<file path="src/rtl/dffe_pipe_pkg.sv">
// dffe_pipe_pkg
//   Shared constants and helpers for the dffe_pipe register pipeline.
//   - OVR_MASK / OVR_LOAD : selectors for the OVR_MODE parameter.
//   - occ_width()         : width of the occupancy count for a given depth.
package dffe_pipe_pkg;

  // Override only the output net; the pipeline keeps running underneath.
  localparam int OVR_MASK = 0;
  // Override the last register; the forced value persists after release.
  localparam int OVR_LOAD = 1;

  // Bits needed to count 0..depth valid stages.
  function automatic int occ_width(input int depth);
    return $clog2(depth + 1);
  endfunction

endpackage : dffe_pipe_pkg

</file>
<file path="src/rtl/dffe_pipe_if.sv">
// dffe_pipe_if
//   Bundles the data/control/status signals of dffe_pipe.
//   master : drives en, din, din_vld, flush, ovr_en, ovr_val; observes q, q_vld, occ.
//   slave  : the pipeline side (inputs/outputs mirrored).
interface dffe_pipe_if #(
  parameter int WIDTH = 8,
  parameter int DEPTH = 3
);
  import dffe_pipe_pkg::*;

  localparam int OCC_W = occ_width(DEPTH);

  logic             en;
  logic [WIDTH-1:0] din;
  logic             din_vld;
  logic             flush;
  logic             ovr_en;
  logic [WIDTH-1:0] ovr_val;
  logic [WIDTH-1:0] q;
  logic             q_vld;
  logic [OCC_W-1:0] occ;

  modport master (
    output en, din, din_vld, flush, ovr_en, ovr_val,
    input  q, q_vld, occ
  );

  modport slave (
    input  en, din, din_vld, flush, ovr_en, ovr_val,
    output q, q_vld, occ
  );

endinterface : dffe_pipe_if

</file>
<file path="src/rtl/dffe_stage.sv">
// dffe_stage
//   One pipeline stage: WIDTH data bits plus a valid bit.
//   Update priority per edge: rst_i > ld_i > flush_i > en_i > hold.
//   Ports:
//     clk_i, rst_i      clock, synchronous active-high reset
//     en_i              advance: capture d_i / d_vld_i
//     flush_i           clear valid, keep data
//     ld_i, ld_val_i    forced load of ld_val_i with valid=1
//     d_i, d_vld_i      data/valid from the previous stage (or pipeline input)
//     q_o, q_vld_o      registered stage contents
module dffe_stage #(
  parameter int               WIDTH   = 8,
  parameter logic [WIDTH-1:0] RST_VAL = '0
) (
  input  logic             clk_i,
  input  logic             rst_i,
  input  logic             en_i,
  input  logic             flush_i,
  input  logic             ld_i,
  input  logic [WIDTH-1:0] ld_val_i,
  input  logic [WIDTH-1:0] d_i,
  input  logic             d_vld_i,
  output logic [WIDTH-1:0] q_o,
  output logic             q_vld_o
);

  logic [WIDTH-1:0] data_d, data_q;
  logic             vld_d, vld_q;

  // Next-state selection; a load beats flush and advance.
  always_comb begin
    data_d = data_q;
    vld_d  = vld_q;
    if (ld_i) begin
      data_d = ld_val_i;
      vld_d  = 1'b1;
    end else if (flush_i) begin
      // Flush only invalidates; data is left in place.
      vld_d  = 1'b0;
    end else if (en_i) begin
      data_d = d_i;
      vld_d  = d_vld_i;
    end else begin
      data_d = data_q;
      vld_d  = vld_q;
    end
  end

  // Stage register with synchronous reset.
  always_ff @(posedge clk_i) begin
    if (rst_i) begin
      data_q <= RST_VAL;
      vld_q  <= 1'b0;
    end else begin
      data_q <= data_d;
      vld_q  <= vld_d;
    end
  end

  assign q_o     = data_q;
  assign q_vld_o = vld_q;

endmodule : dffe_stage

</file>
<file path="src/rtl/dffe_pipe.sv">
// dffe_pipe
//   WIDTH-bit, DEPTH-stage register pipeline with clock enable, per-stage
//   valid tracking, flush, occupancy count and a hardware output override.
//   OVR_MODE = OVR_MASK : override replaces the output net only.
//   OVR_MODE = OVR_LOAD : override also loads the last stage every edge.
//   Ports:
//     clk_i  rising-edge clock
//     rst_i  synchronous active-high reset; also gates outputs to reset values
//     bus    dffe_pipe_if slave: en, din, din_vld, flush, ovr_en, ovr_val in;
//            q, q_vld, occ out
module dffe_pipe
  import dffe_pipe_pkg::*;
#(
  parameter int               WIDTH    = 8,
  parameter int               DEPTH    = 3,
  parameter int               OVR_MODE = OVR_MASK,
  parameter logic [WIDTH-1:0] RST_VAL  = '0
) (
  input  logic        clk_i,
  input  logic        rst_i,
  dffe_pipe_if.slave  bus
);

  localparam int OCC_W = occ_width(DEPTH);

  logic [WIDTH-1:0] stg_data_s [DEPTH];
  logic [DEPTH-1:0] stg_vld_s;
  logic [OCC_W-1:0] occ_cnt_s;
  logic [WIDTH-1:0] q_s;
  logic             q_vld_s;
  logic [OCC_W-1:0] occ_s;

  for (genvar gi = 0; gi < DEPTH; gi++) begin : g_stage
    logic [WIDTH-1:0] d_s;
    logic             d_vld_s;
    logic             ld_s;

    if (gi == 0) begin : g_head
      assign d_s     = bus.din;
      assign d_vld_s = bus.din_vld;
    end else begin : g_body
      assign d_s     = stg_data_s[gi-1];
      assign d_vld_s = stg_vld_s[gi-1];
    end

    // Only the output stage can be loaded, and only in load mode.
    if ((OVR_MODE == OVR_LOAD) && (gi == DEPTH - 1)) begin : g_ld
      assign ld_s = bus.ovr_en;
    end else begin : g_no_ld
      assign ld_s = 1'b0;
    end

    dffe_stage #(
      .WIDTH   (WIDTH),
      .RST_VAL (RST_VAL)
    ) u_stage (
      .clk_i    (clk_i),
      .rst_i    (rst_i),
      .en_i     (bus.en),
      .flush_i  (bus.flush),
      .ld_i     (ld_s),
      .ld_val_i (bus.ovr_val),
      .d_i      (d_s),
      .d_vld_i  (d_vld_s),
      .q_o      (stg_data_s[gi]),
      .q_vld_o  (stg_vld_s[gi])
    );
  end

  // Popcount of the registered valid bits.
  always_comb begin
    occ_cnt_s = '0;
    for (int i = 0; i < DEPTH; i++) begin
      occ_cnt_s = occ_cnt_s + OCC_W'(stg_vld_s[i]);
    end
  end

  // Output mux: reset gating first, then override, then the last stage.
  always_comb begin
    q_s     = stg_data_s[DEPTH-1];
    q_vld_s = stg_vld_s[DEPTH-1];
    occ_s   = occ_cnt_s;
    if (rst_i) begin
      q_s     = RST_VAL;
      q_vld_s = 1'b0;
      occ_s   = '0;
    end else if (bus.ovr_en) begin
      // occ still reflects registered state; a load only counts once stored.
      q_s     = bus.ovr_val;
      q_vld_s = 1'b1;
    end else begin
      q_s     = stg_data_s[DEPTH-1];
      q_vld_s = stg_vld_s[DEPTH-1];
    end
  end

  assign bus.q     = q_s;
  assign bus.q_vld = q_vld_s;
  assign bus.occ   = occ_s;

endmodule : dffe_pipe

</file>
<file path="src/flat_wrapper.sv">
// flat-port wrapper written by rule: the top's interface ports become plain ports
module dffe_pipe_flat import dffe_pipe_pkg::*;
#(
  parameter int               WIDTH    = 8,
  parameter int               DEPTH    = 3,
  parameter int               OVR_MODE = OVR_MASK,
  parameter logic [WIDTH-1:0] RST_VAL  = '0
)
  (clk_i, rst_i, bus_en, bus_din, bus_din_vld, bus_flush, bus_ovr_en, bus_ovr_val, bus_q, bus_q_vld, bus_occ);
  dffe_pipe_if #(.WIDTH(WIDTH), .DEPTH(DEPTH)) bus_i ();
  input  logic clk_i;
  input  logic rst_i;
  input wire logic [$bits(bus_i.en)-1:0] bus_en;
  input wire logic [$bits(bus_i.din)-1:0] bus_din;
  input wire logic [$bits(bus_i.din_vld)-1:0] bus_din_vld;
  input wire logic [$bits(bus_i.flush)-1:0] bus_flush;
  input wire logic [$bits(bus_i.ovr_en)-1:0] bus_ovr_en;
  input wire logic [$bits(bus_i.ovr_val)-1:0] bus_ovr_val;
  output wire logic [$bits(bus_i.q)-1:0] bus_q;
  output wire logic [$bits(bus_i.q_vld)-1:0] bus_q_vld;
  output wire logic [$bits(bus_i.occ)-1:0] bus_occ;
  assign bus_i.en = bus_en;
  assign bus_i.din = bus_din;
  assign bus_i.din_vld = bus_din_vld;
  assign bus_i.flush = bus_flush;
  assign bus_i.ovr_en = bus_ovr_en;
  assign bus_i.ovr_val = bus_ovr_val;
  assign bus_q = bus_i.q;
  assign bus_q_vld = bus_i.q_vld;
  assign bus_occ = bus_i.occ;
  dffe_pipe #(.WIDTH(WIDTH), .DEPTH(DEPTH), .OVR_MODE(OVR_MODE), .RST_VAL(RST_VAL)) u_core (.clk_i(clk_i), .rst_i(rst_i), .bus(bus_i));
endmodule
</file>
<file path="config.mk">
export PLATFORM = sky130hd
export DESIGN_NAME = dffe_pipe_flat
export DESIGN_NICKNAME = d
export VERILOG_FILES = /design/src/rtl/dffe_pipe_pkg.sv /design/src/rtl/dffe_pipe_if.sv /design/src/rtl/dffe_stage.sv /design/src/rtl/dffe_pipe.sv /design/src/flat_wrapper.sv
export SDC_FILE = /design/constraint.sdc
export NUM_CORES = 1
export LEC_CHECK = 0
export BUFFER_PORTS_ARGS = -buffer_cell sky130_fd_sc_hd__buf_2
export CAP_MARGIN = 10
export CORE_MARGIN = 2
export CORE_UTILIZATION = 51
export CTS_CLUSTER_SIZE = 10
export DETAILED_ROUTE_END_ITERATION = 16
export PLACE_DENSITY = 0.77
export RECOVER_POWER = 100
export SLEW_MARGIN = 10
export SYNTH_ARGS = -nofsm -noshare
export SYNTH_HDL_FRONTEND = slang
export SYNTH_SLANG_ARGS = --single-unit
</file>
<file path="constraint.sdc">
create_clock -name clk_i -period 1.3 [get_ports clk_i]
set_clock_uncertainty 0.05 [all_clocks]
set_input_delay 0.195 -clock clk_i [delete_from_list [all_inputs] [get_ports clk_i]]
set_output_delay 0.195 -clock clk_i [all_outputs]
set_load 0.1 [all_outputs]
</file>
Word-level counts from Yosys, hierarchy flattened:

Index checks and enable logic that the tools add are counted.

* bits in registers: 27
* input bits: 22
* output and inout bits: 11

* add/sub/neg operators: 2
* muxes and demuxes: 5
* bitwise gates (word level): 1
* reduce and logical (&&, ||, !) cells: 2

Operator list (number)
* $mux W8: 2
* $add A1 B1 Y2: 1
* $add A2 B1 Y2: 1
* $mux W1: 2
* $mux W2: 1
* $reduce_and A2 Y1: 1
* $reduce_or A2 Y1: 1
* $not A1 Y1: 1

Logic depth before layout (Yosys ltp):

* depth in word-level cells: 3
* depth in mapped cells: 4
* depth with buffers taken out: 2

Cells and area by module:

A second synthesis with hierarchy kept.

* cell total of the unflattened synthesis: 180
* area total of the unflattened synthesis: 1540.2 µm²

By module, submodules not included
* dffe_stage: times used 3, cells each 52, area each 456.7 µm², sequential area each 180.2 µm²
* dffe_pipe: times used 1, cells each 24, area each 170.2 µm², sequential area each 0.0 µm²

Least setup slack after synthesis:

Ideal clock, no wire load.

* path type: register to output
* start: register u_core.g_stage[2].u_stage.vld_q
* end: output bus_occ[0]
* data arrival time: 2.193 ns
* required time: 1.055 ns
* slack: -1.138 ns
* cell stages (with the launch flop): 3
* path through: dfxtp_1 > fa_1 > nor2b_1

* word-level cells in the longest chain between the ends: 2

RTL lines
* start, declared: RTL line dffe_stage.sv:28 `logic vld_d, vld_q;`
* start signal, assigned: RTL line dffe_stage.sv:56 `vld_q <= vld_d;`
* $add A2 B1 Y2: RTL line dffe_pipe.sv:74 `occ_cnt_s = occ_cnt_s + OCC_W'(stg_vld_s[i]);`
* $mux W2: RTL line dffe_pipe.sv:83 `if (rst_i) begin`
* end, declared: RTL line flat_wrapper.sv:21 `output wire logic [$bits(bus_i.occ)-1:0] bus_occ;`

No other way between the ends.

Final worst setup path:

* start: register u_core.g_stage[0].u_stage.vld_q
* end: output bus_occ[0]

* word-level cells in the longest chain between the ends: 3

RTL lines (RTL line)
* start, declared: dffe_stage.sv:28
* start signal, assigned: dffe_stage.sv:56
* $add A1 B1 Y2: dffe_pipe.sv:74
* $add A2 B1 Y2: dffe_pipe.sv:74
* $mux W2: dffe_pipe.sv:83

No other way between the ends.

==> impl_results.md <==
- Clock slew at reported path FFs: 0.13 ns
- Crit path cell chain: fa_1, nor2b_4, buf_12
- Power density relative to cell area: 841 mW/mm^2
- Simple-gate share of the synthesized area: 25.6%
- CP arrival: 1.55 ns
- Hold Fails Final Rpt: 0
- Routed vias: 975
- Worst Path Max Fanout: 2
- Non-filler cells, final: 191
- Min Tclk post-route: 1.79 ns
- Sequential-to-total area share from yosys stat: 42.9%
- Type of element launching the critical path: register
- Die ar.: 0.00289 mm^2
- Tightest slew margin relative to the limit: 63.7%
- Diodes inserted: 0
- Worst-skew pair later-pin latency: 0.31 ns
- Cell Area, Synth: 0.00126 mm^2
- CP Buf/Inv Count: 1
- Biggest cell delay along the critical path: 0.54 ns
- Status: complete, but fails checks
- Post-route ant nets: 0
- Crit. End Element: primary output
- CP max stage cell: fa_1
- Routed wire length: 2590 um
- Synth Register Bits: 27
- IO Count: 33
- First-pass GRT wire length: 4110 um
- Antenna violations before repair: 0
- Die Width: 53.7 um
- Initial core utilization: 52.3%
- Routability Congestion: 0.761
- CTS tree: built
- Tcrit/Tclk final: 138%
- Drt first pass iters: 4
- Hold-fix buffers at CTS: 0
- Clock sinks: 27
- Die Y: 53.7 um
- Vias in the first global route: 948
- P_leak: 0.724 nW
- Synth Area in Adders: 1.59%
- Core area: 0.00241 mm^2
- Layout cell share with drive strength beyond 1: 47.8%
- Nets: 185
- Max Buffers Root-to-Sink: 2
- Post-synthesis mux area share: 21.4%
- RSZ-0062 raised after global routing: yes
- Ys Warns: 0
- Fmax: 558 MHz
- DRC: 0
- DR vias/cell: 5.10
- H-Tree Depth: 1
- Cell count after synthesis: 122
- Syn Nets: 145
- Pin count of the biggest net entering global routing: 27
- Failing checks: setup timing
- Post-route cell area: 0.00188 mm^2
- Slew @ Worst Pin: 0.544 ns
- Average routed wire per standard cell: 13.5 um
- Synth Area per Inst: 10.3 um^2
- Pwr Total: 1.58 mW
- Placed Area: 0.00171 mm^2
- Yosys cell types: 15
- Synth Area in XOR/XNOR: 0%
- Synth top area share: 42.9%
- CP Class: reg2out
- IO Port Bufs: 32
- Hpwl dp: 1820 um
- TritonCTS buffer count: 3
- IR drop worst, VDD: 0.737 mV
- CP delay by family, top: adder cells
- Grt ovf: 0
- Placed Cells: 182
- All-Layer GR Usage: 19.7%
- Worst setup margin: -0.493 ns
- Synth Area in Compound Gates: 3.17%
- Post-synth top area cell: dfxtp_1
- Root Driver: clkbuf_4
- Setup violations, final: 8
- Rows: 18
- Area growth, synth to finish: 49.0%
- Main combinational cell family by area after synthesis: simple AND/OR/NAND/NOR gates
- Worst Path Required: 1.05 ns
- Fin. max-slew vios: 0
- Initial drt markers: 6
- HP Class: in2reg
- Synth area leaders: dfxtp_1, mux2i_1, nand2b_1
- Number of max-cap violations: 0
## cell families after synthesis
family | after synthesis
buf+inv | 10
mux | 27
compound gates | 8
fa+ha+maj | 1
simple gates | 49
flops | 27
## Yosys cell counts
| cell type | n |
|---|---|
| dfxtp_1 | 27 |
| mux2i_1 | 27 |
| nand2b_1 | 25 |
| nor2_1 | 10 |
| nand4bb_1 | 8 |
| o21ai_1 | 8 |
| buf_6 | 3 |
| clkbuf_1 | 3 |
| nor2b_1 | 3 |
| buf_2 | 2 |
| nor3_1 | 2 |
| buf_4 | 1 |
| clkbuf_2 | 1 |
| fa_1 | 1 |
| nor3_2 | 1 |
## power by group
group / total [mW] / switching (mW) / internal (mW)
clock network: 0.351 / 0.231 / 0.120
logic: 0.377 / 0.213 / 0.164
registers: 0.853 / 0.00672 / 0.846
total: 1.58 / 0.450 / 1.13
## state kept, by name (all words and copies together) (netlist names)
register                        cells
u_core.g_stage.u_stage.q_vld_o      3
u_core.g_stage.u_stage.q_o         24
## timing repair
| item | CTS | global route |
|---|---|---|
| pin swaps | 10 | 0 |
| setup endpoints to repair | 11 | 11 |
| gates resized for setup | 26 | 4 |
| hold endpoints to repair | 0 | 0 |
| setup buffers | 2 | 3 |
## tightest hold or removal path, cell delays in order
cell and delay, ns:
buf_2 0.08, nand4bb_1 0.09, o21ai_0 0.08
## cells in the final DEF, fill, tap and decap left out
| master | synthesis | routed |
|---|---|---|
| nand2b_1 | 25 | 25 |
| mux2i_1 | 27 | 19 |
| buf_2 | 2 | 19 |
| dfxtp_1 | 27 | 18 |
| buf_12 | 0 | 12 |
| nor2_4 | 0 | 10 |
| buf_4 | 1 | 10 |
| dfxtp_2 | 0 | 9 |
| nand4bb_1 | 8 | 8 |
| mux2i_4 | 0 | 6 |
| o21ai_0 | 0 | 6 |
| clkbuf_4 | 0 | 4 |
| nor2b_4 | 0 | 2 |
| mux2i_2 | 0 | 2 |
| o21ai_1 | 8 | 2 |
| nor3_1 | 2 | 2 |
| clkbuf_1 | 3 | 2 |
| nor2b_1 | 3 | 1 |
| nor3_2 | 1 | 1 |
| fa_1 | 1 | 1 |
| buf_6 | 3 | 1 |
| clkbuf_2 | 1 | 1 |
## routing by layer
layer / up-vias / global-route usage, % / part of all wire (%)
met2: 20 / 34.8 / 54
met5: - / 0 / 0
met3: 4 / 3.61 / 3.5
li1: 497 / - / -
met1: 454 / 23.3 / 42
met4: 0 / 8.12 / 0.85
## metrics by stage
step           util [%]  setup TNS [ns]  worst slack, ns  hold slack (ns)
6_report           78.0          -0.987           -0.493           0.0992
2_1_floorplan         -          -0.337           -0.305            0.312
5_1_grt            78.0           -1.48           -0.545           0.0907
3_5_place_dp       71.1          -0.188           -0.121            0.415
3_3_place_gp       71.1          -0.162           -0.101            0.407
4_1_cts            76.4           -1.18           -0.496           0.0874
## worst paths after layout
kind	from	endpoint	slack [ns]	cells past startpoint
setup / recovery	u_core.g_stage[0].u_stage.q_vld_o	bus_occ[0]	-0.49	3
hold / removal	bus_din[3]	u_core.g_stage[0].u_stage.q_o[3]	0.1	3
setup reg to reg	u_core.g_stage[2].u_stage.q_vld_o	u_core.g_stage[2].u_stage.q_vld_o	0.33	4
hold reg to reg	u_core.g_stage[1].u_stage.q_o[7]	u_core.g_stage[2].u_stage.q_o[7]	0.43	2
## layout make-up
cell class,instances,area [um^2]
Timing Repair Buffer,45,438
Clock buffer,4,26.3
Sequential cell,27,552
Multi-Input combinational cell,85,826
Fill cell,155,531
Tap cell,30,37.5
(Power assumes the default switching activity.)
